--- src/rtl/mux_pkg.sv ---
// rtl/mux_pkg.sv - shared types and elaboration helpers for the arbitrated stream mux
package mux_pkg;

   typedef enum logic {
      OCIOSO  = 1'b0,
      TRAVADO = 1'b1
   } estado_t;

   function automatic int clog2(input int n);
      int r;
      r = 0;
      while ((1 << r) < n) r++;
      return r;
   endfunction

   // Pointer starts on the last channel so the first scan lands on channel 0.
   function automatic int reset_ptr(input int entradas);
      return entradas - 1;
   endfunction

endpackage

--- src/rtl/mux_fluxo_arbitrado_arbitro_rr.sv ---
// rtl/mux_fluxo_arbitrado_arbitro_rr.sv - combinational round-robin picker
// Scans ptr+1, ptr+2, ... (wrapping) and reports the first requesting channel.
module arbitro_rr
   import mux_pkg::*;
#(
   parameter  int ENTRADAS = 4,
   localparam int SEL_W    = clog2(ENTRADAS)
) (
   input  logic [ENTRADAS-1:0] pedidos,
   input  logic [SEL_W-1:0]    ptr,
   output logic                concedido,
   output logic [SEL_W-1:0]    canal
);

   always_comb begin
      concedido = 1'b0;
      canal     = '0;
      for (int k = 1; k <= ENTRADAS; k++) begin
         if (!concedido && pedidos[(int'(ptr) + k) % ENTRADAS]) begin
            concedido = 1'b1;
            canal     = SEL_W'((int'(ptr) + k) % ENTRADAS);
         end
      end
   end

endmodule

--- src/rtl/mux_fluxo_arbitrado.sv ---
// rtl/mux_fluxo_arbitrado.sv - N:1 packet-locked stream mux with registered output
// Arbitrates in OCIOSO (selector or round-robin), then streams one packet in TRAVADO.
module mux_fluxo_arbitrado
   import mux_pkg::*;
#(
   parameter  int LARGURA  = 32,
   parameter  int ENTRADAS = 4,
   parameter  int MODO     = 1,
   localparam int SEL_W    = clog2(ENTRADAS)
) (
   input  logic                        clock,
   input  logic                        reset_n,
   input  logic [ENTRADAS*LARGURA-1:0] entrada_dados,
   input  logic [ENTRADAS-1:0]         entrada_valido,
   input  logic [ENTRADAS-1:0]         entrada_ultimo,
   output logic [ENTRADAS-1:0]         entrada_pronto,
   input  logic [SEL_W-1:0]            seletor,
   output logic [LARGURA-1:0]          saida_dados,
   output logic                        saida_valido,
   output logic                        saida_ultimo,
   output logic [SEL_W-1:0]            saida_canal,
   input  logic                        saida_pronto
);

   estado_t            estado_q, estado_d;
   logic [SEL_W-1:0]   canal_q, canal_d;
   logic [SEL_W-1:0]   ptr_q, ptr_d;
   logic [LARGURA-1:0] dados_q, dados_d;
   logic               valido_q, valido_d;
   logic               ultimo_q, ultimo_d;
   logic [SEL_W-1:0]   saida_canal_q, saida_canal_d;

   logic               rr_concedido;
   logic [SEL_W-1:0]   rr_canal;
   logic               sel_concedido;
   logic               concedido;
   logic [SEL_W-1:0]   canal_novo;
   logic               pronto_canal;
   logic               transfere;

   arbitro_rr #(.ENTRADAS(ENTRADAS)) u_arbitro (
      .pedidos   (entrada_valido),
      .ptr       (ptr_q),
      .concedido (rr_concedido),
      .canal     (rr_canal)
   );

   // An out-of-range selector shifts the mask off the end, so it never grants.
   assign sel_concedido = (int'(seletor) < ENTRADAS) &&
                          (|(entrada_valido & (ENTRADAS'(1) << seletor)));

   assign concedido  = (MODO == 0) ? sel_concedido : rr_concedido;
   assign canal_novo = (MODO == 0) ? seletor       : rr_canal;

   assign pronto_canal   = (estado_q == TRAVADO) && (!valido_q || saida_pronto);
   assign transfere      = pronto_canal && entrada_valido[canal_q];
   assign entrada_pronto = pronto_canal ? (ENTRADAS'(1) << canal_q) : '0;

   always_comb begin
      estado_d      = estado_q;
      canal_d       = canal_q;
      ptr_d         = ptr_q;
      dados_d       = dados_q;
      valido_d      = valido_q;
      ultimo_d      = ultimo_q;
      saida_canal_d = saida_canal_q;

      case (estado_q)
         OCIOSO: begin
            if (concedido) begin
               canal_d  = canal_novo;
               estado_d = TRAVADO;
            end
         end
         TRAVADO: begin
            if (transfere && entrada_ultimo[canal_q]) begin
               estado_d = OCIOSO;
               if (MODO == 1) ptr_d = canal_q;
            end
         end
         default: estado_d = OCIOSO;
      endcase

      // Output register: load on a beat, otherwise drain when the consumer takes it.
      if (transfere) begin
         dados_d       = entrada_dados[int'(canal_q)*LARGURA +: LARGURA];
         ultimo_d      = entrada_ultimo[canal_q];
         saida_canal_d = canal_q;
         valido_d      = 1'b1;
      end else if (saida_pronto) begin
         valido_d = 1'b0;
      end
   end

   always_ff @(posedge clock) begin
      if (!reset_n) begin
         estado_q      <= OCIOSO;
         canal_q       <= '0;
         ptr_q         <= SEL_W'(reset_ptr(ENTRADAS));
         dados_q       <= '0;
         valido_q      <= 1'b0;
         ultimo_q      <= 1'b0;
         saida_canal_q <= '0;
      end else begin
         estado_q      <= estado_d;
         canal_q       <= canal_d;
         ptr_q         <= ptr_d;
         dados_q       <= dados_d;
         valido_q      <= valido_d;
         ultimo_q      <= ultimo_d;
         saida_canal_q <= saida_canal_d;
      end
   end

   assign saida_dados  = dados_q;
   assign saida_valido = valido_q;
   assign saida_ultimo = ultimo_q;
   assign saida_canal  = saida_canal_q;

endmodule

--- config.mk ---
export PLATFORM = sky130hd
export DESIGN_NAME = mux_fluxo_arbitrado
export DESIGN_NICKNAME = d
export VERILOG_FILES = /design/src/rtl/mux_pkg.sv /design/src/rtl/mux_fluxo_arbitrado_arbitro_rr.sv /design/src/rtl/mux_fluxo_arbitrado.sv
export SDC_FILE = /design/constraint.sdc
export NUM_CORES = 1
export LEC_CHECK = 0
export BUFFER_PORTS_ARGS = -buffer_cell sky130_fd_sc_hd__buf_2
export CAP_MARGIN = 20
export CORE_MARGIN = 2
export CORE_UTILIZATION = 37
export DETAILED_ROUTE_END_ITERATION = 7
export MAX_ROUTING_LAYER = met4
export PLACE_DENSITY = 0.79
export SLEW_MARGIN = 5
export SYNTH_ARGS = -nofsm -noshare
export SYNTH_HDL_FRONTEND = slang
export SYNTH_SLANG_ARGS = --single-unit
--- constraint.sdc ---
create_clock -name clock -period 1.5 [get_ports clock]
set_input_delay 0.45 -clock clock [delete_from_list [all_inputs] [get_ports clock]]
set_output_delay 0.45 -clock clock [all_outputs]
set_load 0.005 [all_outputs]
**After elaboration in Yosys (flattened, before gate mapping)**

Cells that the tools add are included.

- Register bits: 41
- Latch bits: 0
- RAM bits: 0
- ROM bits: 0
- Bits of input ports: 141
- Output and inout port bits: 40
- Word-level logic and storage cells: 71
- Memories: 0

- Add/sub/neg operators: 4
- Multiply operators: 0
- Divide/modulo/power cells: 0
- Order comparisons: 5
- Equal/unequal tests: 0
- Shift-type cells: 2
- Muxes and demuxes: 30
- Bitwise logic cells: 5
- Reduce and logical (&&, ||, !) cells: 18

Operator list:

| kind | count |
|---|---|
| 128-bit by 8-bit indexed part select with 32-bit output | 1 |
| 1-bit two-way mux | 18 |
| 3-bit by 4-bit less-than comparator with 1-bit output, second input constant | 4 |
| 1-bit binary-select mux with 2-bit select | 6 |
| 2-bit two-way mux | 4 |
| 2-bit OR reduction | 4 |
| 1-bit logical AND | 6 |
| 2-bit by 1-bit adder with 2-bit output, second input constant | 2 |
| 2-bit adder, second input constant | 2 |
| 1-bit AND, first input constant | 4 |
| 1-bit zero test | 4 |
| 4-bit two-way mux | 1 |
| 2-bit AND reduction | 2 |
| 1-bit by 2-bit left shift with 4-bit output, first input constant | 1 |
| 2-bit by 3-bit less-than comparator with 1-bit output, second input constant | 1 |
| 1-bit one-hot mux with 2 select lines | 1 |
| 2-bit nonzero test | 1 |
| 1-bit logical OR | 1 |
| 1-bit NOT | 1 |

**Logic depth before layout (Yosys ltp)**

- Depth after elaboration: 18
- Gate-level depth with buffers: 7
- Depth with buffers taken out: 4

**Modules after synthesis**

From an unflattened synthesis, not the netlist that was laid out.

- Cells, all modules: 292
- Area, all modules: 2862.7 µm²

Modules (own cells, without submodules):

| module | times used | cells an instance | area an instance (µm²) | sequential area each (µm²) |
|---|---|---|---|---|
| mux_fluxo_arbitrado | 1 | 278 | 2771.4 | 820.8 |
| arbitro_rr | 1 | 14 | 91.3 | 0.0 |

**Least setup slack after synthesis**

Ideal clock, no wire load.

- Kind: input port to flip-flop
- From: in entrada_valido[3]
- To: reg dados_q[4], in the netlist saida_dados[4]
- Library setup time: 0.116 ns
- Arrival time: 1.455 ns
- Data required time: 1.384 ns
- Setup slack: -0.071 ns
- Stages on the path: 6
- Path buffers: 2
- Path through: mux4_2 > and3_4 > buf_6 > buf_6 > nand2_1 > a21boi_1

- Cells in the longest elaborated chain, start to end: 3

RTL lines:

| element | line | RTL |
|---|---|---|
| from (decl) | mux_fluxo_arbitrado.sv:14 | `input logic [ENTRADAS-1:0] entrada_valido,` |
| 1-bit binary-select mux with 2-bit select | mux_fluxo_arbitrado.sv:56 | `assign transfere = pronto_canal && entrada_valido[canal_q];` |
| 1-bit two-way mux (implied by the code) | mux_fluxo_arbitrado.sv:56 |  |
| 1-bit logical AND | mux_fluxo_arbitrado.sv:56 |  |
| to (signal assigned) | mux_fluxo_arbitrado.sv:108 | `dados_q <= dados_d;` |
| to (decl) | mux_fluxo_arbitrado.sv:28 | `logic [LARGURA-1:0] dados_q, dados_d;` |

Every way passes these cells. The select of a mux whose other input is x is not followed.
A chain may end at the register's enable or synchronous reset.

**Worst setup path in the final report**

- From: reg canal_q[0]
- To: out entrada_pronto[2]

- Cells in the longest elaborated chain, start to end: 2

RTL lines:

| element | line | RTL |
|---|---|---|
| from (decl) | mux_fluxo_arbitrado.sv:26 | `logic [SEL_W-1:0] canal_q, canal_d;` |
| from (signal assigned) | mux_fluxo_arbitrado.sv:106 | `canal_q <= canal_d;` |
| 1-bit by 2-bit left shift with 4-bit output | mux_fluxo_arbitrado.sv:57 | `assign entrada_pronto = pronto_canal ? (ENTRADAS'(1) << canal_q) : '0;` |
| 4-bit two-way mux | mux_fluxo_arbitrado.sv:57 |  |
| to (decl) | mux_fluxo_arbitrado.sv:16 | `output logic [ENTRADAS-1:0] entrada_pronto,` |

Every way passes these cells.

==> flow_summary_export.csv <==
group,metric,value,unit
layout,drive_above_1_share,60.2,%
placed_design,place_area,0.00357,mm^2
global_routing,grt.total_usage,20.2,%
detailed_routing,dr.pass1.iters,4,
clock_tree,cts_root_buf,"clkbuf_8",
global_routing,grt_overflow,0,
global_routing,antenna_found_initial,0,
global_routing,first_global_vias,2658,
detailed_routing,vias,2635,
logic_synthesis,ys_seq_area_share,32.3,%
run_status,violations,"setup timing",
die,start_util,37.8,%
run_status,outcome,"finished, violations left",
placed_design,globalplace.congestion,0.854,
flow_run,drv_cap,0,
power_and_ir_drop,powerDensity,813,mW/mm^2
power_and_ir_drop,peakVddDrop,611,uV
die,die-width,86.8,um
placed_design,port_buffers,178,
logic_synthesis,synthDistinctLibCells,33,
layout,final_util,57.4,%
detailed_routing,drt-initial-drc-count,108,
sta,grt_setup_unrepaired,"true",
global_routing,grt_max_degree,31,
logic_synthesis,avgSynthCellArea,10.5,um^2
critical_path,end_kind,"output pin",
placed_design,dpl.hpwl,5.70,mm
die,dieArea,0.00754,mm^2
clock_tree,htreeDepth,2,
critical_path,arrival,1.17,ns
clock_tree,numCtsBuffers,5,
sta,relSlewSlack,75.4,%
critical_path,startpoint_type,"register",
critical_path,cp_max_fo,4,
layout,fin_area,0.00386,mm^2
clock_tree,cts_tree,"done",
layout,fin_nets,576,
critical_path,crit_type,"register to output pin",
sta,setup_violations,41,
sta,tightestPinTransition,0.368,ns
sta,skew,0.00627,ns
detailed_routing,routed_wl,7.74,mm
clock_tree,hold_buffers,0,
logic_synthesis,synthesis.area,0.00254,mm^2
sta,whs,0.449,ns
die,core-area,0.00672,mm^2
layout,num_antenna_cells,0,
placed_design,pre_cts_ws,-0.263,ns
critical_path,worstPathCellList,"buf_8 -> buf_6 -> nor3_2 -> buf_2",
clock_tree,clock_latency,0.28,ns
global_routing,grt_pass1_wl,11.8,mm
die,die_y,86.8,um
power_and_ir_drop,leakage,0.00180,uW
detailed_routing,viasPerCell,5.12,
layout,area_growth,52.1,%
sta,fin_crit_sh,108,%
clock_tree,clockBufferDepth,2,
logic_synthesis,synth_fp_nets,383,
detailed_routing,remaining_drc_errors,0,
critical_path,cpMaxStageDelayCell,"dfxtp_4",
sta,period_needed,1.62,ns
logic_synthesis,syn_inst,242,
sta,fin_ws,-0.124,ns
die,io-pin-count,181,
critical_path,cpPeakStageDelay,0.36,ns
clock_tree,cts.clk_slew.worst_paths,0.07,ns
logic_synthesis,yosys_warnings,0,
die,core.rowCount,30,
clock_tree,cts.sinks,41,
min_path,hold_class,"register to register",
detailed_routing,ant_nets,0,
detailed_routing,wire_per_inst,15.0,um
sta,timing.fmax,0.616,GHz
critical_path,cp.required,1.05,ns
logic_synthesis,ys_seq_elements,41,
sta,hold_violations,0,
sta,tns,-1.68,ns
sta,drv_slew,0,
layout,fillers,632,
-- sequential cells by signal, summed over array words and instances (netlist names) --
signal and count:
saida_dados 32, saida_canal 2, ptr_q 2, saida_valido 1, canal_q 2, saida_ultimo 1
estado_q 1
-- synthesized netlist by cell type (all sizes together) --
library cell  instances  share of area [%]
or3                   1               0.25
clkbuf                7                1.0
nand2b                1               0.25
or4                   1               0.30
mux2i                 4                1.6
o211ai                1               0.30
buf                  15                5.1
nand2                71                 11
and3                  2               0.69
nor2b                 2               0.49
nand3                 2               0.59
a22oi                 1               0.30
o221ai                1               0.35
inv                   3               0.44
a31oi                 2               0.49
o31ai                 1               0.30
mux4                 34                 30
o22a                  1               0.35
nor3                  3               0.59
o21ai                 4               0.79
dfxtp                41                 32
a21boi               35                 10
nor2                  3               0.44
mux2                  1               0.44
a21o                  3               0.89
a21oi                 1               0.35
a2bb2oi               1               0.35
-- worst max-delay path, delay by kind of cell (launching register included) --
family	cells	cell delay, ns
buffers and inverters	3	0.38
DFF	1	0.36
and+or+nand+nor	1	0.16
-- report_power, final --
part	total [uW]	leakage [uW]	switching, uW	internal [uW]
clock network	711	0.0000443	346	365
logic	1170	0.00142	490	680
registers	1260	0.000337	67.4	1190
-- logic make-up after synthesis --
logic type / Yosys count / synth area share [%]
mux: 39 / 32.2
flops: 41 / 32.3
compound gates: 51 / 14.8
simple gates: 86 / 14.1
buf+inv: 25 / 6.56
-- layout make-up --
type                            instances  area [um^2]  area share (%)
Sequential cell                        41          831            21.5
Clock buffer                            7         86.3            2.24
Multi-Input combinational cell        177         1610            41.8
Inverter                                3         11.3           0.292
Timing Repair Buffer                  207         1220            31.6
Tap cell                               80          100            2.59
-- placed cells by master (no fill, tap or decap), types with 2 or more instances in the layout --
cell,count
buf_2,178
nand2_1,69
dfxtp_1,37
a21boi_1,35
mux4_2,34
buf_4,17
clkbuf_8,6
buf_12,5
mux2i_1,4
buf_6,4
inv_1,3
nor2_1,3
o21ai_0,3
a21o_1,3
nand2_4,2
and3_4,2
nor2b_1,2
a31oi_1,2
dfxtp_4,2
dfxtp_2,2
buf_8,2
-- path summary, 6_finish.rpt --
path,from,to,slack [ns],cells past startpoint
worst max-delay path,canal_q[0]$_SDFFE_PN0P_,entrada_pronto[2],-0.12,4
worst min-delay path,saida_dados[8]$_SDFFE_PN0P_,saida_dados[8]$_SDFFE_PN0P_,0.45,2
worst max register to register,canal_q[1]$_SDFFE_PN0P_,saida_dados[31]$_SDFFE_PN0P_,-0.08,5
worst min register to register,saida_dados[8]$_SDFFE_PN0P_,saida_dados[8]$_SDFFE_PN0P_,0.45,2
-- routing by layer --
metal  routed length, um  up-vias  GRT usage [%]
li1                    -     1271              -
met1                3130     1271           23.2
met2                4200       87           36.0
met3                 355        6           3.71
met4                  62        0           5.40
met5                   0        -              -
-- repair_timing --
item                       4_1_cts  5_1_grt
gates cloned                     1        1
buffers inserted                 5        5
resized for setup               15       12
pin swaps                        3        4
setup endpoints to repair       38       44
-- through the flow --
stage / std cells / total power [uW]
final: 515 / 3140
after global routing: 515 / 3330
after CTS: 509 / 3100
after detailed placement: 496 / 2330
after global placement: 496 / 2290
after floorplan: 242 / 1920
Note: power is estimated with default switching activity, not from simulation.
